--- src/rtl/cdb_arbiter_pkg.sv ---
// Shared widths, CDB source indices and small helpers for the result broadcast arbiter.
package cdb_arbiter_pkg;

    localparam int unsigned DATA_WIDTH  = 32;
    localparam int unsigned ADDR_WIDTH  = 32;
    localparam int unsigned ROB_WIDTH   = 4;

    localparam int unsigned CDB_SRC_ALU = 0;
    localparam int unsigned CDB_SRC_LSB = 1;
    localparam int unsigned CDB_SRC_BR  = 2;
    localparam int unsigned CDB_NUM_SRC = 3;

    // Round-robin successor of a granted source index.
    function automatic int unsigned rr_next(input int unsigned idx, input int unsigned num);
        return (idx == num - 1) ? 0 : idx + 1;
    endfunction

endpackage

--- src/rtl/cdb_src_queue.sv ---
// Per-source circular FIFO holding results waiting for a CDB grant; flush empties it.
module cdb_src_queue #(
    parameter int unsigned Q_DEPTH = 2,
    parameter int unsigned WIDTH   = 68
) (
    input  logic             clk_i,
    input  logic             rst_ni,
    input  logic             push_i,
    input  logic             pop_i,
    input  logic             flush_i,
    input  logic [WIDTH-1:0] data_i,
    output logic [WIDTH-1:0] head_o,
    output logic             full_o,
    output logic             empty_o
);

    localparam int unsigned PtrW = $clog2(Q_DEPTH);
    localparam int unsigned CntW = PtrW + 1;

    logic [WIDTH-1:0] mem_q [Q_DEPTH];
    logic [PtrW-1:0]  head_q, head_d;
    logic [PtrW-1:0]  tail_q, tail_d;
    logic [CntW-1:0]  count_q, count_d;
    logic             do_push, do_pop;

    function automatic logic [PtrW-1:0] ptr_inc(input logic [PtrW-1:0] p);
        return (p == PtrW'(Q_DEPTH - 1)) ? '0 : p + PtrW'(1);
    endfunction

    assign full_o  = (count_q == CntW'(Q_DEPTH));
    assign empty_o = (count_q == '0);
    assign do_push = push_i && !full_o && !flush_i;
    assign do_pop  = pop_i && !empty_o && !flush_i;
    assign head_o  = mem_q[head_q];

    always_comb begin
        head_d  = head_q;
        tail_d  = tail_q;
        count_d = count_q;
        if (flush_i) begin
            head_d  = '0;
            tail_d  = '0;
            count_d = '0;
        end else begin
            if (do_push) begin
                tail_d = ptr_inc(tail_q);
            end
            if (do_pop) begin
                head_d = ptr_inc(head_q);
            end
            case ({do_push, do_pop})
                2'b10:   count_d = count_q + CntW'(1);
                2'b01:   count_d = count_q - CntW'(1);
                default: count_d = count_q;
            endcase
        end
    end

    always_ff @(posedge clk_i or negedge rst_ni) begin
        if (!rst_ni) begin
            head_q  <= '0;
            tail_q  <= '0;
            count_q <= '0;
        end else begin
            head_q  <= head_d;
            tail_q  <= tail_d;
            count_q <= count_d;
        end
    end

    // Storage needs no reset: an entry is only read once count says it was written.
    always_ff @(posedge clk_i) begin
        if (do_push) begin
            mem_q[tail_q] <= data_i;
        end
    end

endmodule

--- src/rtl/cdb_arbiter.sv ---
// Round-robin arbiter sharing the registered common data bus between ALU, LSB and branch unit.
module cdb_arbiter
    import cdb_arbiter_pkg::*;
#(
    parameter int unsigned NUM_SRC = CDB_NUM_SRC,
    parameter int unsigned DATA_W  = DATA_WIDTH,
    parameter int unsigned ADDR_W  = ADDR_WIDTH,
    parameter int unsigned ROB_W   = ROB_WIDTH,
    parameter int unsigned Q_DEPTH = 2,
    localparam int unsigned SrcW   = (NUM_SRC > 1) ? $clog2(NUM_SRC) : 1
) (
    input  logic                      clk_in,
    input  logic                      rst_n_in,
    input  logic                      rdy_in,
    input  logic                      refresh_in,
    input  logic [NUM_SRC-1:0]        src_valid_in,
    output logic [NUM_SRC-1:0]        src_ready_out,
    input  logic [NUM_SRC*DATA_W-1:0] src_data_in,
    input  logic [NUM_SRC*ADDR_W-1:0] src_pc_in,
    input  logic [NUM_SRC*ROB_W-1:0]  src_rob_id_in,
    output logic                      cdb_valid_out,
    output logic [DATA_W-1:0]         cdb_data_out,
    output logic [ADDR_W-1:0]         cdb_pc_out,
    output logic [ROB_W-1:0]          cdb_rob_id_out,
    output logic [SrcW-1:0]           cdb_src_out,
    output logic                      busy_out
);

    localparam int unsigned EntW = DATA_W + ADDR_W + ROB_W;

    logic [NUM_SRC-1:0] full, empty, push, pop;
    logic [EntW-1:0]    head [NUM_SRC];
    logic               flush;

    logic               grant_valid;
    logic [SrcW-1:0]    winner;
    logic [EntW-1:0]    win_entry;
    int unsigned        scan_idx;

    logic [SrcW-1:0]    rr_ptr_q, rr_ptr_d;
    logic               cdb_valid_q, cdb_valid_d;
    logic [DATA_W-1:0]  cdb_data_q, cdb_data_d;
    logic [ADDR_W-1:0]  cdb_pc_q, cdb_pc_d;
    logic [ROB_W-1:0]   cdb_rob_q, cdb_rob_d;
    logic [SrcW-1:0]    cdb_src_q, cdb_src_d;

    assign flush         = rdy_in && refresh_in;
    assign src_ready_out = ~full & {NUM_SRC{rdy_in}};

    for (genvar i = 0; i < NUM_SRC; i++) begin : g_queue
        // Entry layout: {data, pc, rob_id}.
        assign push[i] = rdy_in && !refresh_in && src_valid_in[i] && src_ready_out[i];
        assign pop[i]  = rdy_in && !refresh_in && grant_valid && (winner == SrcW'(i));

        cdb_src_queue #(
            .Q_DEPTH (Q_DEPTH),
            .WIDTH   (EntW)
        ) u_queue (
            .clk_i   (clk_in),
            .rst_ni  (rst_n_in),
            .push_i  (push[i]),
            .pop_i   (pop[i]),
            .flush_i (flush),
            .data_i  ({src_data_in[i*DATA_W +: DATA_W],
                       src_pc_in[i*ADDR_W +: ADDR_W],
                       src_rob_id_in[i*ROB_W +: ROB_W]}),
            .head_o  (head[i]),
            .full_o  (full[i]),
            .empty_o (empty[i])
        );
    end

    // First non-empty queue at or after rr_ptr, wrapping.
    always_comb begin
        grant_valid = 1'b0;
        winner      = '0;
        scan_idx    = 0;
        for (int unsigned k = 0; k < NUM_SRC; k++) begin
            scan_idx = (32'(rr_ptr_q) + k) % NUM_SRC;
            if (!grant_valid && !empty[SrcW'(scan_idx)]) begin
                grant_valid = 1'b1;
                winner      = SrcW'(scan_idx);
            end
        end
    end

    assign win_entry = head[winner];

    always_comb begin
        rr_ptr_d    = rr_ptr_q;
        cdb_valid_d = cdb_valid_q;
        cdb_data_d  = cdb_data_q;
        cdb_pc_d    = cdb_pc_q;
        cdb_rob_d   = cdb_rob_q;
        cdb_src_d   = cdb_src_q;
        if (rdy_in) begin
            if (refresh_in) begin
                cdb_valid_d = 1'b0;
                rr_ptr_d    = '0;
            end else if (grant_valid) begin
                cdb_valid_d = 1'b1;
                {cdb_data_d, cdb_pc_d, cdb_rob_d} = win_entry;
                cdb_src_d   = winner;
                rr_ptr_d    = SrcW'(rr_next(32'(winner), NUM_SRC));
            end else begin
                cdb_valid_d = 1'b0;
            end
        end
    end

    always_ff @(posedge clk_in or negedge rst_n_in) begin
        if (!rst_n_in) begin
            rr_ptr_q    <= '0;
            cdb_valid_q <= 1'b0;
            cdb_data_q  <= '0;
            cdb_pc_q    <= '0;
            cdb_rob_q   <= '0;
            cdb_src_q   <= '0;
        end else begin
            rr_ptr_q    <= rr_ptr_d;
            cdb_valid_q <= cdb_valid_d;
            cdb_data_q  <= cdb_data_d;
            cdb_pc_q    <= cdb_pc_d;
            cdb_rob_q   <= cdb_rob_d;
            cdb_src_q   <= cdb_src_d;
        end
    end

    assign cdb_valid_out  = cdb_valid_q;
    assign cdb_data_out   = cdb_data_q;
    assign cdb_pc_out     = cdb_pc_q;
    assign cdb_rob_id_out = cdb_rob_q;
    assign cdb_src_out    = cdb_src_q;
    assign busy_out       = (~&empty) || cdb_valid_q;

endmodule
--- config.mk ---
export PLATFORM = sky130hd
export DESIGN_NAME = cdb_arbiter
export DESIGN_NICKNAME = d
export VERILOG_FILES = /design/src/rtl/cdb_arbiter_pkg.sv /design/src/rtl/cdb_src_queue.sv /design/src/rtl/cdb_arbiter.sv
export SDC_FILE = /design/constraint.sdc
export NUM_CORES = 1
export LEC_CHECK = 0
export BUFFER_PORTS_ARGS = -buffer_cell sky130_fd_sc_hd__buf_4
export CAP_MARGIN = 10
export CORE_MARGIN = 8
export CORE_UTILIZATION = 34
export CTS_BUF_LIST = sky130_fd_sc_hd__clkbuf_8
export DETAILED_ROUTE_END_ITERATION = 7
export PLACE_DENSITY = 0.53
export SYNTH_ARGS = -nofsm -noshare
export SYNTH_HDL_FRONTEND = slang
export SYNTH_SLANG_ARGS = --single-unit
--- constraint.sdc ---
create_clock -name clk_in -period 5.2 [get_ports clk_in]
set_input_delay 0 -clock clk_in [delete_from_list [all_inputs] [get_ports clk_in]]
set_output_delay 0 -clock clk_in [all_outputs]
set_load 0.005 [all_outputs]
; ---- Word level (Yosys, flattened, before mapping)
; Memory sizes are Yosys's and may differ from the RTL's.
; Index checks and enable logic that the tools add are counted.
[classes]
magnitude_cmp = 4
n_eq_ne = 11
reduce_logical = 56
div = 3
bitwise_logic = 4
addsub = 15
muxes = 50
[op_table]
columns = op, n
row1 = 68-bit binary-select mux with 2-bit select, 1
row2 = 68-bit 2-to-1 mux, 2
row3 = "32-bit by 2-bit remainder unit with 32-bit output, second input constant", 2
row4 = "2-bit by 2-bit remainder unit with 32-bit output, second input constant", 1
row5 = 1-bit 2-to-1 mux, 32
row6 = 1-bit logical AND, 26
row7 = 2-bit 2-to-1 mux, 9
row8 = "2-bit == test, second input constant", 7
row9 = 2-bit nonzero test, 7
row10 = 1-bit zero test, 12
row11 = 2-bit case mux with 2 select lines, 3
row12 = "2-bit by 3-bit < comparator with 1-bit output, second input constant", 3
row13 = 3-bit nonzero test, 3
row14 = "2-bit by 1-bit adder with 2-bit output, second input constant", 4
row15 = "2-bit by 1-bit == test with 1-bit output, second input constant", 4
row16 = 2-bit zero test, 4
row17 = "1-bit adder, second input constant", 6
row18 = 1-bit binary-select mux with 2-bit select, 3
row19 = 3-bit AND reduction, 2
row20 = "2-bit by 1-bit subtractor with 2-bit output, second input constant", 3
row21 = "2-bit by 1-bit adder with 3-bit output, second input constant", 1
row22 = "2-bit by 2-bit adder with 3-bit output, second input constant", 1
row23 = 3-bit bitwise AND, 1
row24 = "3-bit greater-or-equal comparator, second input constant", 1
row25 = 5 further kinds, 5
[word_totals]
n_memories = 3
regBits = 85
word_cells = 161
ram_bits = 408
input_bits = 211
[mem_list]
columns = memory, depth, width, read_ports, rd_ports_with_merged_regs, write_ports, line_no
row1 = g_queue[0].u_queue.mem_q, 2, 68, 1, 0, 1, cdb_src_queue.sv:20  ; logic [WIDTH-1:0] mem_q [Q_DEPTH];
row2 = g_queue[1].u_queue.mem_q, 2, 68, 1, 0, 1, cdb_src_queue.sv:20
row3 = g_queue[2].u_queue.mem_q, 2, 68, 1, 0, 1, cdb_src_queue.sv:20

; ---- Longest topological paths before layout
; Gate-level depths: netlist (run 1).
[logic_depth]
depth_word = 17
depth_mapped = 11
mapped_depth_nobuf = 8

; ---- Modules after synthesis
; A second synthesis (run 1) with hierarchy kept.
[unflattened]
hier_cells = 1158
area_unflattened_um2 = 19725.2
[modules_own_cells]
columns = mod, cells_each, seq_area_each_um2, n_inst, area_each_um2
row1 = cdb_src_queue at g_queue[1].u_queue ..., 237, 4184.0, 2, 5117.4
row2 = cdb_src_queue at g_queue[0].u_queue, 238, 4184.0, 1, 5131.2
row3 = cdb_arbiter, 446, 1826.8, 1, 4359.2

; ---- Worst setup path after synthesis (run 1)
; Ideal clock, no wire load.
[synth_timing]
path_kind = register -> register
start = reg g_queue[2].u_queue.count_q[0]
end = mem g_queue[2].u_queue.mem_q[0][0], enable pin
path_stages_with_launch = 5
path_slack_ns = 1.124
t_required_ns = 4.706
t_arrival_ns = 3.581
path_cell_list = dfrtp_1 > buf_2 > nand2b_1 > nand3_1 > nor2_1
[synth_via]
elab_chain_len = 8
elab_cells_between_ends = 9
[synth_lines]
columns = item, line_no
row1 = start: declaration, cdb_src_queue.sv:23  ; logic [CntW-1:0] count_q, count_d;
row2 = start signal: assignment, cdb_src_queue.sv:67  ; count_q <= count_d;
row3 = 2-bit == test *, cdb_src_queue.sv:30  ; assign full_o = (count_q == CntW'(Q_DEPTH));
row4 = 3-bit NOT, cdb_arbiter.sv:48  ; assign src_ready_out = ~full & {NUM_SRC{rdy_in}};
row5 = 3-bit bitwise AND, cdb_arbiter.sv:48
row6 = 1-bit logical AND, cdb_arbiter.sv:52  ; assign push[i] = rdy_in && !refresh_in && src_valid_in[i] && src_ready_out[i];
row7 = 1-bit logical AND * (2 in series), cdb_src_queue.sv:32  ; assign do_push = push_i && !full_o && !flush_i;
row8 = 1-bit 2-to-1 mux *, cdb_src_queue.sv:73  ; if (do_push) begin
row9 = 1-bit 2-to-1 mux (not written as such) *, cdb_src_queue.sv:74  ; mem_q[tail_q] <= data_i;
row10 = end: declaration, cdb_src_queue.sv:20
; Mark *: on every way between the ends. The rest lies on a longest branch, timed or not.

; ---- Final worst setup path (run 1)
[layout_timing]
start = reg rr_ptr_q[0]
end = reg g_queue[0].u_queue.count_q[0]
[layout_via]
elab_chain_len = 17
elab_cells_between_ends = 32
[layout_lines]
columns = item, line_no
row1 = start: declaration, cdb_arbiter.sv:40  ; logic [SrcW-1:0] rr_ptr_q, rr_ptr_d;
row2 = start signal: assignment, cdb_arbiter.sv:120  ; rr_ptr_q <= rr_ptr_d;
row3 = 2-bit by 1-bit adder with 3-bit output, cdb_arbiter.sv:79  ; scan_idx = (32'(rr_ptr_q) + k) % NUM_SRC;
row4 = 32-bit by 2-bit remainder unit with 32-bit output, cdb_arbiter.sv:79
row5 = 1-bit binary-select mux with 2-bit select, cdb_arbiter.sv:80  ; if (!grant_valid && !empty[SrcW'(scan_idx)]) begin
row6 = 1-bit 2-to-1 mux (not written as such), cdb_arbiter.sv:80
row7 = 1-bit zero test, cdb_arbiter.sv:80
row8 = 1-bit logical AND, cdb_arbiter.sv:80
row9 = 1-bit 2-to-1 mux, cdb_arbiter.sv:80
row10 = 1-bit zero test, cdb_arbiter.sv:80
row11 = 1-bit logical AND, cdb_arbiter.sv:80
row12 = 2-bit 2-to-1 mux / 1-bit 2-to-1 mux (equally long branches), cdb_arbiter.sv:80
row13 = 2-bit zero test / 1-bit logical AND (equally long branches), cdb_arbiter.sv:53  ; assign pop[i] = rdy_in && !refresh_in && grant_valid && (winner == SrcW'(i));
row14 = 1-bit logical AND *, cdb_arbiter.sv:53
row15 = 1-bit logical AND * (2 in series), cdb_src_queue.sv:33  ; assign do_pop = pop_i && !empty_o && !flush_i;
row16 = 2-bit by 1-bit == test with 1-bit output / 2-bit == test (equally long branches), cdb_src_queue.sv:51  ; case ({do_push, do_pop})
row17 = 2-bit case mux with 2 select lines, cdb_src_queue.sv:51
row18 = 2-bit 2-to-1 mux, cdb_src_queue.sv:40  ; if (flush_i) begin
row19 = end signal: assignment, cdb_src_queue.sv:67
row20 = end: declaration, cdb_src_queue.sv:23
; Mark *: on every way between the ends. The rest lies on a longest branch, timed or not. The select of a mux whose other input is x is not followed.
; A chain may end at the register's enable or synchronous reset.

==> out/results.ini, run 1 <==
[setup_path]
crit_fanout = 74
crit_type = reg -> reg
worstSetupStartpointType = register
path_delay_family = buffers and inverters
critPathCaptureType = register
critPathMaxStageDelay_ns = 0.81
required_ns = 5.73
path_buf_inv = 4
worstPathCellList = inv_1 > ha_1 > nor2_1 > o41ai_2 > buf_4 > a31oi_1 > nand3_1 > dlygate4sd3_1 > nand3_1 > dlygate4sd3_1
slowest_stage = buf_4
arrival_ns = 4.66

[placed_design]
port_buffers = 285
dp_hpwl_mm = 33.1
place_inst = 2188
globalplace.congestion = 0.778

[synthesis]
yosysTopAreaCellShare = 0.625
synthFlopType = edfxtp_1
synth_cells = 1192
netlist_area_mm2 = 0.0196
synth_cell_types = 55
synth.top_cells.by_count = edfxtp_1, mux2i_1, nor2_1
synth.most_common_cell = edfxtp_1
yosysSeqAreaShare = 0.734
avgSynthCellArea_um2 = 16.4
synth_enable_flop_cells = 408
synth.area.top_cells = edfxtp_1, dfrtp_1, mux2i_1
syn-num-nets = 1406
yosysTopAreaCell = edfxtp_1
yosysWarnings = 0
synth_seq_cells = 493
async_flop_share = 0.172

[cells_and_area]
drive_above_1_share = 0.286
final_util = 0.468
nNetsFinal = 1955
synthToLayoutAreaGrowth_pct = 37.0
finalNonFillerCells = 2580

[sta]
setup_viol = 0
fin_setup_tns_ns = 0
fin_crit_ns = 4.13
slew_viol_final = 0
finClkSkew_ns = 0.0217
rsz0062_at_grt = no
period_share = 0.794
max_slew_margin = 0.256
hold_violations = 0
worst_pin_slew_ns = 1.11
max_freq_mhz = 242

[cts]
clkSinkCount = 493
cts_buffers = 85
cts-resized-gates = 0
cts_root_buffer = clkbuf_8
clkLatencyLatePin_ns = 0.65
clk_pin_slew_worst_paths_ns = 0.06
cts_tree = done
clock_path_buffers = 3
htreeDepth = 3

[floorplanning]
die_w_um = 256
die-area_mm2 = 0.0656
ioPinCount = 286
num_rows = 88
coreArea_mm2 = 0.0574
dieHeight_um = 256
start_util = 0.341

[pwr]
peakVddDrop_mv = 0.381
leakage_nw = 9.60
p_per_area_mw_per_mm2 = 498

[global_route]
antenna_found_initial = 3
grt_overflow = 0
grt_pass1_vias = 13700
grt_pass1_wl_mm = 83.6
grt_max_degree = 84
grtUsageTotal = 0.166

[worst_hold_path]
hp-class = in -> reg

[job]
cap_violations = 0

[drt]
drt_pre_antenna_iters = 5
drt_iter0_drc = 645
wirelength_mm = 55.6
vias_per_cell = 4.83
drc = 0
wl_per_cell_um = 21.6
dr_total_vias = 12500
antenna_left = 0

[outcome]
run_status = finished, final reports clean

## power by group
part / switching, mW / leakage (nW) / internal (mW) / total, mW
Combinational: 2.27 / 3.93 / 2.16 / 4.42
Clock: 1.58 / 0.999 / 2.04 / 3.62
Sequential: 0.535 / 4.67 / 4.78 / 5.32
## area by class of cell
cell class                      instances  area [µm²]
Antenna cell                            4        10.0
Clock buffer                          106        1460
Clock inverter                         51         327
Fill cell                            5044       30500
Inverter                               12        45.0
Multi-Input combinational cell        613        4940
Sequential cell                       493       14400
Tap cell                              765         957
Timing Repair Buffer                  536        4710
## timing repair
action | in CTS | in global routing
hold endpoints to repair | 457 | 0
setup buffers | 0 | 0
hold buffers | 228 | 0
## worst reg2reg max path, cell delays in order, from the launching register on
cell and delay, ns:
dfrtp_1 0.37, inv_1 0.09, ha_1 0.52, nor2_1 0.14, o41ai_2 0.49, buf_4 0.81, a31oi_1 0.28, nand3_1 0.16
dlygate4sd3_1 0.56, nand3_1 0.06, dlygate4sd3_1 0.55
## registers in the layout, summed over array words and instances (netlist names)
register                 cells
cdb_data_out                32
cdb_valid_out                1
cdb_pc_out                  32
g_queue.u_queue.head_q       3
rr_ptr_q                     2
g_queue.u_queue.tail_q       3
g_queue.u_queue.count_q      6
cdb_rob_id_out               4
g_queue.u_queue.mem_q      408
cdb_src_out                  2
## layout by cell type (no fill, tap or decap), types with 3 or more instances in the layout
master / Yosys / final
edfxtp_1: 408 / 408
buf_4: 0 / 301
dlygate4sd3_1: 0 / 227
mux2i_1: 204 / 204
clkbuf_8: 0 / 106
nor2_1: 89 / 83
dfrtp_1: 85 / 82
o21ai_0: 75 / 75
mux2_2: 68 / 68
o22a_1: 68 / 68
inv_1: 12 / 37
nand2_1: 13 / 13
a21oi_1: 11 / 11
clkinv_1: 0 / 11
nand3_1: 10 / 10
nor2_4: 0 / 6
clkinv_2: 0 / 6
or3_1: 5 / 5
nor3_1: 6 / 5
a31oi_1: 5 / 5
buf_12: 0 / 5
diode_2: 0 / 4
a221o_1: 4 / 4
clkinvlp_4: 0 / 4
bufinv_16: 0 / 4
or2_2: 3 / 3
o31ai_1: 4 / 3
o22ai_1: 3 / 3
o211ai_1: 3 / 3
a21boi_0: 3 / 3
ha_1: 3 / 3
dfrtp_4: 0 / 3
buf_16: 0 / 3
## kinds of logic after synthesis
group / after synthesis / share of synthesized area
xor gates and xnor gates: 1 / 0.000447
and+or+nand+nor: 138 / 0.0307
adders and majority gates: 3 / 0.00192
buffers and inverters: 86 / 0.0183
DFF: 493 / 0.734
AOI/OAI and AO/OA: 199 / 0.0713
muxes: 272 / 0.143
## metrics by stage
step / hold slack (ns) / instance area, µm² / power (mW) / worst slack (ns)
CTS: 0.00113 / 26800 / 13.5 / 1.10
detailed placement: 0.0731 / 22700 / 9.71 / 1.61
global route: 0.0271 / 26800 / 14.1 / 0.867
finish: 0.0734 / 26800 / 13.4 / 1.07
global placement: 0.0711 / 22700 / 9.66 / 1.65
floorplan: -0.296 / 19600 / 7.95 / 1.12
## worst paths after layout
| check | from | end | slack (ns) | depth (start not counted) |
|---|---|---|---|---|
| max | rr_ptr_q[0] | g_queue[0].u_queue.count_q[0] | 1.07 | 10 |
| min | src_data_in[8] | g_queue[0].u_queue.mem_q[0][44] | 0.07 | 2 |
| max reg2reg | rr_ptr_q[0] | g_queue[0].u_queue.count_q[0] | 1.07 | 10 |
| min reg2reg | cdb_pc_out[16] | cdb_pc_out[16] | 0.51 | 1 |
| max in group asynchronous | rst_n_in | g_queue[1].u_queue.head_q | 3.86 | 4 |
| min in group asynchronous | rst_n_in | cdb_data_out[18] | 0.45 | 4 |
## metal layers
metal,up-vias,share of wire,wire (µm),GRT usage
met4,0,0.019,1080,0.0551
met3,83,0.044,2470,0.0321
met1,6317,0.42,23600,0.203
li1,5750,-,-,-
met5,-,0,0,0
met2,312,0.51,28500,0.292
No activity file was read; power rests on OpenSTA's default activity.
==> inputs of run 2 (changes only) <==
- PLACE_DENSITY: 0.53 -> 0.55
- clock period: 5.2 -> 3.4 ns (I/O delays scaled with it)
==> run 2 against run 1 <==
Clock power rose by 39%. Final area fell by 0.48%. Worst setup slack got worse by 0.98 ns. First-iteration DRC count rose by 6.0%. Count of clock-buffer cells in the layout fell by 10. Clock skew rose by 0.0083 ns. Critical endpoint is now g_queue[1].u_queue.count_q[1]. Largest cell class unchanged. Largest power group unchanged.
==> out/results.ini, run 2 (synthesis gave the netlist of run 1 again) <==
[worst_hold_path]
hp-class = in -> reg

[setup_path]
arrival_ns = 3.88
required_ns = 3.97
worstSetupStartpointType = register
crit_type = reg -> reg
crit_fanout = 13
critPathCaptureType = register

[sta]
rsz0062_at_grt = no
setup_viol = 0
max_slew_margin = 0.476
setup_ws_ns = 0.0949
worst_pin_slew_ns = 0.786
finClkSkew_ns = 0.0300
fin_crit_ns = 3.31
hold_violations = 0
max_freq_mhz = 303
fin_setup_tns_ns = 0
slew_viol_final = 0
period_share = 0.972

[cells_and_area]
synthToLayoutAreaGrowth_pct = 36.3
fillCellCount = 4963
nNetsFinal = 1955
regArea_mm2 = 0.0144
final_cell_mix = edfxtp_1, buf_4, dlygate4sd3_1, mux2i_1, clkbuf_8
largest_register_ffs = 408
top_register = g_queue.u_queue.mem_q
final_common_cell = edfxtp_1
drive_above_1_share = 0.285
multiInputGateArea_mm2 = 0.00496
finalNonFillerCells = 2577

[cts]
clk_pin_slew_worst_paths_ns = 0.07
cts_root_buffer = clkbuf_8
clock_path_buffers = 3
clkSinkCount = 493
cts_tree = done
clkLatencyLatePin_ns = 0.65
htreeDepth = 3
cts_buffers = 84

[pwr]
swShare = 0.333
pwr-share-comb = 0.357
pwr-share-clk = 0.248
peakVddDrop_mv = 0.632
p_seq_frac = 0.395
internal_power_mw = 13.5
p_per_area_mw_per_mm2 = 759
leakage_nw = 9.61
switching_power_mw = 6.75

[global_route]
antenna_found_initial = 2
grt_pass1_vias = 13600
grt_max_degree = 69
grtUsageTotal = 0.164
grt_overflow = 0
grt_pass1_wl_mm = 82.5

[floorplanning]
ioPinCount = 286
coreArea_mm2 = 0.0574
start_util = 0.341
die-area_mm2 = 0.0656
dieHeight_um = 256
die_w_um = 256
num_rows = 88

[placed_design]
place_inst = 2198
preCtsSetupSlack_ns = 0.400
globalplace.congestion = 0.764
dp_hpwl_mm = 32.7
port_buffers = 285

[job]
cap_violations = 0

[drt]
wirelength_mm = 54.7
drc = 0
vias_per_cell = 4.83
drt_pre_antenna_iters = 7
drt_iter0_drc = 684
wl_per_cell_um = 21.2
antenna_left = 0
dr_total_vias = 12500

[outcome]
run_status = finished, final reports clean

-- run 2: cell count changes in the layout (fill, tap and decap cells not counted), sizes merged --
| cell | delta |
|---|---|
| inv | +18 |
| bufinv | -3 |
| diode | -3 |
| clkinv | -3 |
| dlygate4sd3 | -10 |
| clkinvlp | -3 |
| clkbuf | -10 |
| buf | +11 |
-- run 2: worst max-delay path, stage by stage (launching register included) --
cell and delay (ns):
dfrtp_1 0.37, inv_1 0.08, ha_1 0.47, nor3b_1 0.21
o31ai_1 0.45, o41ai_4 0.23, buf_4 0.25, o31ai_1 0.34
a31oi_1 0.12, dlygate4sd3_1 0.57, o2bb2ai_1 0.13
-- run 2: final timing paths --
check | from | endpoint | slack, ns | depth (start not counted)
setup / recovery | rr_ptr_q[0] | g_queue[1].u_queue.count_q[1] | 0.09 | 10
hold / removal | src_pc_in[77] | g_queue[2].u_queue.mem_q[1][17] | 0.08 | 2
setup reg to reg | rr_ptr_q[0] | g_queue[1].u_queue.count_q[1] | 0.09 | 10
hold reg to reg | cdb_data_out[24] | cdb_data_out[24] | 0.51 | 1
max in group asynchronous | rst_n_in | g_queue[1].u_queue.head_q | 2.56 | 4
min in group asynchronous | rst_n_in | cdb_pc_out[14] | 0.46 | 4
-- run 2: stage by stage --
step	hold slack, ns	power (mW)	utilization	cell area, µm²
after global routing	0.0247	21.4	0.466	26700
after detailed placement	0.0565	15.1	0.398	22900
after CTS	0.00110	20.4	0.465	26700
after floorplan	-0.296	12.2	-	19600
final	0.0818	20.3	0.466	26700
after global placement	0.0527	15.0	0.398	22900
-- run 2: routing by layer --
metal  track usage  vias to the layer above  wire, µm
li1              -                     5745         -
met1         0.202                     6299     23300
met2         0.284                      335     27600
met3        0.0331                       74      2590
met4        0.0550                        2      1130
met5             0                        -         8
-- run 2: layout make-up --
type	instances	share of cell area
Tap cell	765	0.0358
Sequential cell	493	0.539
Clock buffer	96	0.0495
Multi-Input combinational cell	613	0.186
Clock inverter	60	0.0104
Timing Repair Buffer	537	0.178
Antenna cell	1	0.0000937
Inverter	12	0.00169
-- run 2: power groups by stage --
stage          sequential [mW]  clock (mW)  combinational (mW)
2_1_floorplan             7.76           0                4.39
3_3_place_gp              8.13           0                6.87
3_5_place_dp              8.14           0                6.95
4_1_cts                   8.03        5.19                7.23
5_1_grt                   8.10        5.45                7.84
6_report                  8.02        5.03                7.24
-- run 2: repair_timing --
action / CTS / global route
hold buffers: 218 / 0
hold endpoints to repair: 508 / 0
gates resized for setup: 0 / 3
setup endpoints to repair: 0 / 2
setup buffers: 0 / 4
